### config.mk
export PLATFORM = sky130hd
export DESIGN_NAME = uart_serial_receiver
export DESIGN_NICKNAME = d
export VERILOG_FILES = /design/src/rtl/uart_serial_receiver.sv
export SDC_FILE = /design/constraint.sdc
export NUM_CORES = 1
export LEC_CHECK = 0
export BUFFER_PORTS_ARGS = -buffer_cell sky130_fd_sc_hd__buf_4
export CAP_MARGIN = 20
export CORE_ASPECT_RATIO = 1.4
export CORE_UTILIZATION = 40
export CTS_BUF_LIST = sky130_fd_sc_hd__clkbuf_2 sky130_fd_sc_hd__clkbuf_4 sky130_fd_sc_hd__clkbuf_8
export CTS_CLUSTER_DIAMETER = 80
export DETAILED_ROUTE_END_ITERATION = 8
export PLACE_DENSITY = 0.62
export SETUP_SLACK_MARGIN = 0.05
export SYNTH_ARGS = -nofsm -noshare
export SYNTH_HDL_FRONTEND = slang
export SYNTH_SLANG_ARGS = --single-unit
### constraint.sdc
create_clock -name clk -period 3.05 [get_ports clk]
set_input_delay 0.305 -clock clk [delete_from_list [all_inputs] [get_ports clk]]
set_output_delay 0.305 -clock clk [all_outputs]
set_load 0.005 [all_outputs]
### src/rtl/uart_serial_receiver.sv
// uart_serial_receiver: 16x-oversampled UART frame receiver with show-ahead error-flagged FIFO and rts throttle; define UART_SERIAL_RECEIVER_PARITY_EN to add the parity stage
module uart_serial_receiver #(
  parameter int DATA_BITS  = 8,
  parameter int FIFO_DEPTH = 16
) (
  input  logic                 clk,
  input  logic                 reset,
  input  logic                 baud_tick,
  input  logic                 rx,
  input  logic                 parity_enable,
  input  logic                 parity_even,
  input  logic                 stop_bits2,
  output logic                 rts,
  output logic [DATA_BITS-1:0] data_out,
  output logic                 parity_error,
  output logic                 framing_error,
  output logic                 data_valid,
  input  logic                 data_ready,
  output logic                 overrun
);
  localparam int AW = $clog2(FIFO_DEPTH);
`ifdef UART_SERIAL_RECEIVER_PARITY_EN
  localparam int EW = DATA_BITS + 2;
`else
  localparam int EW = DATA_BITS + 1;
`endif
  typedef enum logic [2:0] {IDLE, START, DATA, PARITY, STOP1, STOP2, BRK} state_t;
  state_t state, state_n;
  logic rx_m, rx_s, sample, push, pop, full, wr, frm_err, frm_fin, cfg_sb2;
  logic [3:0] tick_cnt;
  logic [2:0] bit_cnt;
  logic [DATA_BITS-1:0] shift;
  logic [EW-1:0] mem [FIFO_DEPTH];
  logic [EW-1:0] word, head;
  logic [AW-1:0] wp, rp;
  logic [AW:0] count;
`ifdef UART_SERIAL_RECEIVER_PARITY_EN
  logic cfg_pe, cfg_pev, par_err;
`else
  logic unused_cfg;
  assign unused_cfg = parity_enable ^ parity_even;
`endif
  assign sample  = baud_tick && tick_cnt == (state == START ? 4'd7 : 4'd15);
  assign frm_fin = frm_err | ~rx_s;
`ifdef UART_SERIAL_RECEIVER_PARITY_EN
  assign word = {frm_fin, par_err, shift};
`else
  assign word = {frm_fin, shift};
`endif
  always_comb begin
    state_n = state;
    push    = 1'b0;
    case (state)
      IDLE:  state_n = (baud_tick && !rx_s) ? START : IDLE;
      START: state_n = sample ? (rx_s ? IDLE : DATA) : START;
`ifdef UART_SERIAL_RECEIVER_PARITY_EN
      DATA:   state_n = (sample && bit_cnt == 3'(DATA_BITS - 1)) ? (cfg_pe ? PARITY : STOP1) : DATA;
      PARITY: state_n = sample ? STOP1 : PARITY;
`else
      DATA:  state_n = (sample && bit_cnt == 3'(DATA_BITS - 1)) ? STOP1 : DATA;
`endif
      STOP1: begin
        push    = sample && !cfg_sb2;
        state_n = sample ? (cfg_sb2 ? STOP2 : (rx_s ? IDLE : BRK)) : STOP1;
      end
      STOP2: begin
        push    = sample;
        state_n = sample ? (rx_s ? IDLE : BRK) : STOP2;
      end
      BRK:     state_n = rx_s ? IDLE : BRK;
      default: state_n = IDLE;
    endcase
  end
  always_ff @(posedge clk)
    state <= reset ? IDLE : state_n;
  always_ff @(posedge clk) begin
    if (reset) begin
      rx_m     <= 1'b1;
      rx_s     <= 1'b1;
      tick_cnt <= '0;
      bit_cnt  <= '0;
      shift    <= '0;
      frm_err  <= 1'b0;
      cfg_sb2  <= 1'b0;
`ifdef UART_SERIAL_RECEIVER_PARITY_EN
      cfg_pe   <= 1'b0;
      cfg_pev  <= 1'b0;
      par_err  <= 1'b0;
`endif
    end else begin
      rx_m     <= rx;
      rx_s     <= rx_m;
      tick_cnt <= (state == IDLE || (state == START && sample)) ? '0 : tick_cnt + 4'(baud_tick);
      if (state == IDLE && state_n == START) begin
        cfg_sb2 <= stop_bits2;
        frm_err <= 1'b0;
        bit_cnt <= '0;
`ifdef UART_SERIAL_RECEIVER_PARITY_EN
        cfg_pe  <= parity_enable;
        cfg_pev <= parity_even;
        par_err <= 1'b0;
`endif
      end
      if (state == DATA && sample) begin
        shift   <= {rx_s, shift[DATA_BITS-1:1]};
        bit_cnt <= bit_cnt + 3'd1;
      end
`ifdef UART_SERIAL_RECEIVER_PARITY_EN
      if (state == PARITY && sample)
        par_err <= rx_s != (cfg_pev ? ^shift : ~^shift);
`endif
      if (state == STOP1 && sample)
        frm_err <= ~rx_s;
    end
  end
  assign full = count == (AW+1)'(FIFO_DEPTH);
  assign pop  = data_valid & data_ready;
  assign wr   = push & (~full | pop);
  always_ff @(posedge clk)
    if (wr) mem[wp] <= word;
  always_ff @(posedge clk) begin
    if (reset) begin
      wp      <= '0;
      rp      <= '0;
      count   <= '0;
      overrun <= 1'b0;
      rts     <= 1'b0;
    end else begin
      wp      <= wp + AW'(wr);
      rp      <= rp + AW'(pop);
      count   <= count + (AW+1)'(wr) - (AW+1)'(pop);
      overrun <= push & full & ~pop;
      rts     <= count < (AW+1)'(FIFO_DEPTH - 2);
    end
  end
  assign head          = mem[rp];
  assign data_valid    = count != '0;
  assign data_out      = data_valid ? head[DATA_BITS-1:0] : '0;
  assign framing_error = data_valid & head[EW-1];
`ifdef UART_SERIAL_RECEIVER_PARITY_EN
  assign parity_error  = data_valid & head[DATA_BITS];
`else
  assign parity_error  = 1'b0;
`endif
endmodule

After elaboration in Yosys (flattened, before gate mapping):

Memory sizes are Yosys's and may differ from the RTL's. A register that Yosys moved wholly into a read port is not among the register bits.
Index checks and enable logic that the tools add are counted.

* register bits: 37
* memory bits (writable): 144
* bits of input ports: 8
* output and inout port bits: 13
* word-level logic and storage cells: 75
* memories kept: 1

* add/subtract/negate cells: 6
* order comparisons: 1
* eq/ne operators: 9
* multiplexer cells: 19
* bitwise operators: 10
* reduce and logical (&&, ||, !) cells: 16

Memories
* mem: depth 16, width 9, rd ports 1, clocked after Yosys merged registers in 1, wr ports 1, line 33 `logic [EW-1:0] mem [FIFO_DEPTH];`

Operator list (number)
* $mux W3: 7
* $pmux W3 S6: 1
* $add A4 B1 Y4: 3
* $eq A3 B3 Y1 const B: 4
* $logic_and A1 B1 Y1: 8
* $mux W4: 2
* $mux W8: 1
* $eq A3 B1 Y1 const B: 2
* $add A5 B1 Y5: 1
* $and A1 B1 Y1: 5
* $eq A5 B5 Y1 const B: 1
* $lt A5 B4 Y1 const B: 1
* $mux W1: 5
* $reduce_bool A5 Y1: 1
* $sub A5 B1 Y5: 1
* $eq A4 B4 Y1: 1
* $mux W2: 2
* $reduce_bool A2 Y1: 2
* $add A3 B1 Y3 const B: 1
* $eq A3 B2 Y1 const B: 1
* $logic_not A3 Y1: 1
* $not A1 Y1: 3
* $logic_not A1 Y1: 2
* $or A1 B1 Y1: 2
* other kinds (3): 3

Logic depth before layout (Yosys ltp):

* depth in word-level cells: 11
* mapped depth: 13

Worst setup path before layout:

OpenSTA, ideal clock, no wires.

* path kind: reg-to-reg
* start: register state[1]
* end: memory mem[0][0] in the netlist's numbering (enable)
* library setup time: 0.403 ns
* arrival: 2.187 ns
* data required time: 2.647 ns
* setup slack: 0.461 ns
* cell stages (with the launch flop): 6
* clock period less this slack: 2.589 ns
* cell sequence: dfxtp_1 buf_2 nand2b_1 nor4b_4 nand2_1 nor4b_1

* cells in the longest elaborated chain, start to end: 9
* elaborated cells on any way between the ends: 11
* classes of those cells: 4 x eq/ne; 4 x mux; 1 x bitwise; 2 x reduce/logical

Ends and longest elaborated chain
* start, declared: line 28 `state_t state, state_n;`
* start signal, assigned: line 75 `state <= reset ? IDLE : state_n;`
* $eq A3 B1 Y1: line 43 `assign sample = baud_tick && tick_cnt == (state == START ? 4'd7 : 4'd15);`
* $mux W4: line 43
* $eq A4 B4 Y1: line 43
* $logic_and A1 B1 Y1: line 43
* $logic_and A1 B1 Y1: line 63 `push = sample && !cfg_sb2;`
* $pmux W1 S2 (*): line 53 `case (state)`
* $and A1 B1 Y1 (*): line 118 `assign wr = push & (~full | pop);`
* $mux W1 (*): line 120 `if (wr) mem[wp] <= word;`
* $mux W1 (not written as such) (*): line 120
* end, declared: line 33

Every way passes the cells marked *; elsewhere a longest branch is shown, timed or not.

==> flow_summary_export.csv <==
group,metric,value,unit
critical_path,worstSetupPathType,"reg -> out",
synthesis,synth.distinct_cells,46,
layout,n_fill_cell,1606,
timing,setup_viol,0,
grt,grt_antenna_before_repair,0,
grt,grt_start_max_net_pins,35,
pwr,pwr-share-seq,51.7,%
critical_path,endpoint_kind,"primary output",
clock_tree,worstSkewPairLatency,0.44,ns
layout,fin_nets,505,
critical_path,cp_data_required_time,2.74,ns
critical_path,arrival,2.53,ns
synthesis,muxShareOfSynthArea,12.6,%
critical_path,crit_path_cell_trace,"mux4_2 -> nor2b_1 -> a211oi_1 -> a211oi_1 -> buf_4",
pwr,ir_drop,0.453,mV
synthesis,synthArstFlopShare,0,%
timing,fin_setup_tns,0,ns
critical_path,max_stage_delay,0.60,ns
floorplan,die_w,117,µm
layout,n_antenna_cell,0,
grt,overflow,0,
timing,relSlewSlack,54.8,%
clock_tree,clkSinkCount,181,
pwr,p_int,4.08,mW
clock_tree,cts_buffers,17,
job,cap_violations,0,
pwr,switching_share,23.7,%
critical_path,path_buf_inv,1,
synthesis,synth_edf_count,144,
synthesis,synth_top_family_by_area,"multiplexers",
pwr,switching_power,1.27,mW
status,status,"complete, no violations",
placed_design,io_buffers,17,
critical_path,path_max_fanout,6,
synthesis,syn_nets,471,
clock_tree,post_cts.repair.setup_buffers,0,
timing,clock.fmax,353,MHz
clock_tree,cts_tree,"done",
placed_design,post-place-ws,0.567,ns
floorplan,dieArea,19000,µm²
grt,grt_usage,16.0,%
synthesis,syn-cell-area,7390,µm²
timing,slew_viol_final,0,
floorplan,coreArea,18000,µm²
pwr,power.density,637,nW/µm²
routing,post_drt_wl_per_cell,18.8,µm
critical_path,cpMostUsedCell,"a211oi_1",
clock_tree,postCtsResizedCells,0,
placed_design,dp.final_hpwl,9010,µm
synthesis,yosys_warnings,0,
timing,rsz0062_at_grt,"false",
floorplan,num_rows,58,
synthesis,synthCells,446,
placed_design,post_dp_cell_area,7910,µm²
routing,vias,3871,
clock_tree,path_clk_slew,0.09,ns
critical_path,cp_slowest_cell,"dfxtp_1",
timing,finClkSkew,0.0123,ns
routing,ant_nets,0,
timing,min_period,2.84,ns
synthesis,synth_fa_ha_area_share,2.98,%
clock_tree,hold_buffers,0,
pwr,p_leak,3.07,nW
grt,grt_pass1_wl,21800,µm
layout,fin_area,8390,µm²
critical_path,crit_family,"flip-flops",
routing,drtIter0Drc,196,
pwr,totalPowerFinal,5.34,mW
critical_path,crit_path_start_kind,"flip-flop",
grt,grt_pass1_vias,4081,
floorplan,pin_count,21,
placed_design,place_congestion,0.772,
routing,drc,0,
floorplan,die_h,163,µm
timing,hold_viol,0,
routing,drt-total-wl,13700,µm
pwr,combPwrFrac,12.7,%
pwr,p_clk_share,35.5,%
synthesis,yosysSeqAreaShare,68.5,%
synthesis,synthXorXnorAreaFrac,1.18,%
timing,setup_ws,0.213,ns
timing,period_share,93.0,%
timing,worst_slew_pin_slew,0.677,ns
timing,hold-worst-slack,0.0448,ns
layout,final_layout_size_suffix_gt1_share,23.4,%
synthesis,synth-simple-area-share,8.19,%
synthesis,avgSynthCellArea,16.6,µm²
routing,first_pass_iters,4,
floorplan,start_util,41.1,%
hold_path,min_path_type,"in -> reg",
layout,area_growth,13.5,%
synthesis,synth_ff_type,"edfxtp_1",
routing,vias_per_cell,5.29,
clock_tree,cts_root_buffer,"clkbuf_8",
clock_tree,cts.htree.levels,4,
synthesis,synth_compound_area_share,4.08,%
clock_tree,clock_path_buffers,2,
synthesis,ys_ff_latch,181,
## Yosys cell counts, drive strengths merged (3+ instances only)
cell / instances / share of area (%)
edfxtp: 144 / 58
dfxtp: 37 / 10
mux4: 37 / 12
nand2: 24 / 1.2
nor2b: 20 / 1.8
nor2: 19 / 0.96
a21oi: 18 / 1.2
a211oi: 17 / 1.7
buf: 16 / 1.3
ha: 16 / 2.7
clkbuf: 12 / 0.61
inv: 9 / 0.46
mux2i: 8 / 1.1
nand3: 8 / 0.54
xnor2: 7 / 0.83
nand2b: 6 / 0.51
and2: 4 / 0.34
nand4b: 4 / 0.47
nor3: 4 / 0.27
nor4: 4 / 0.34
nor3b: 3 / 0.30
o21ai: 3 / 0.20
xor2: 3 / 0.36
## per-layer routing
metal | share of wire, % | GRT usage, % | vias to the layer above
li1 | - | - | 1793
met1 | 40 | 18.5 | 1985
met2 | 55 | 28.5 | 74
met3 | 3.1 | 3.61 | 19
met4 | 2.0 | 6.33 | 0
met5 | 0 | 0 | -
## final timing paths
kind / to / slack [ns] / start / cells past startpoint
hold / removal: rx_m / 0.04 / rx / 2
setup / recovery: framing_error / 0.21 / rp[2] / 5
hold reg to reg: rx_s / 0.42 / rx_m / 1
setup reg to reg: count[4] / 0.59 / state[2] / 10
## worst register-to-register path, stage by stage, from the launching register on
cell	delay (ns)
dfxtp_1	0.55
nand2b_1	0.18
nor4b_4	0.41
nand2_1	0.23
inv_1	0.14
ha_1	0.19
fa_1	0.21
a21oi_1	0.08
o21bai_1	0.17
xnor2_1	0.14
nor2_1	0.05
## sequential cells by signal, indices dropped and copies added (netlist names)
name and count:
rx_m 1, rts 1, shift 8, bit_cnt 3
wp 4, tick_cnt 4, cfg_sb2 1, frm_err 1
rx_s 1, rp 4, state 3, overrun 1
count 5, mem 144
## kinds of logic (layout without fill, tap and decap cells)
family / after synthesis / count (layout)
simple gates: 108 / 108
flops: 181 / 181
other cells: 1 / 1
mux: 45 / 45
compound gates: 47 / 47
buf+inv: 37 / 83
fa+ha+maj: 17 / 17
xor+xnor: 10 / 10
## through the flow
stage | utilization (%) | instances
4_1_cts | 46.6 | 732
3_5_place_dp | 44.0 | 701
3_3_place_gp | 44.0 | 701
2_1_floorplan | - | 446
6_report | 46.6 | 732
5_1_grt | 46.6 | 732
## power groups by stage
stage	clock network, mW	logic (mW)	registers (mW)
after floorplan	0	0.511	2.76
after global placement	0	0.681	2.82
after detailed placement	0	0.698	2.83
after CTS	1.94	0.701	2.77
after global routing	2.04	0.776	2.78
final	1.90	0.681	2.77
## layout by cell type (no fill, tap or decap), drive strengths merged, types with 6 or more instances in the layout
cell type,netlist,routed
nand2b,6,6
buf,16,43
xnor2,7,7
a21oi,18,18
dfxtp,37,37
mux4,37,37
nand3,8,8
edfxtp,144,144
inv,9,13
nand2,24,24
clkbuf,12,17
a211oi,17,17
bufinv,0,6
ha,16,16
mux2i,8,8
nor2b,20,20
nor2,19,19
## final cells by class
cell class / count / area (µm²) / area share, %
inverter: 9 / 33.8 / 0.403
sequential: 181 / 5070 / 60.4
multi-input combinational: 228 / 2180 / 25.9
clock inverter: 14 / 244 / 2.91
timing repair buffer: 43 / 335 / 4.00
tap: 240 / 300 / 3.58
clock buffer: 17 / 234 / 2.79
(Power assumes the default switching activity.)
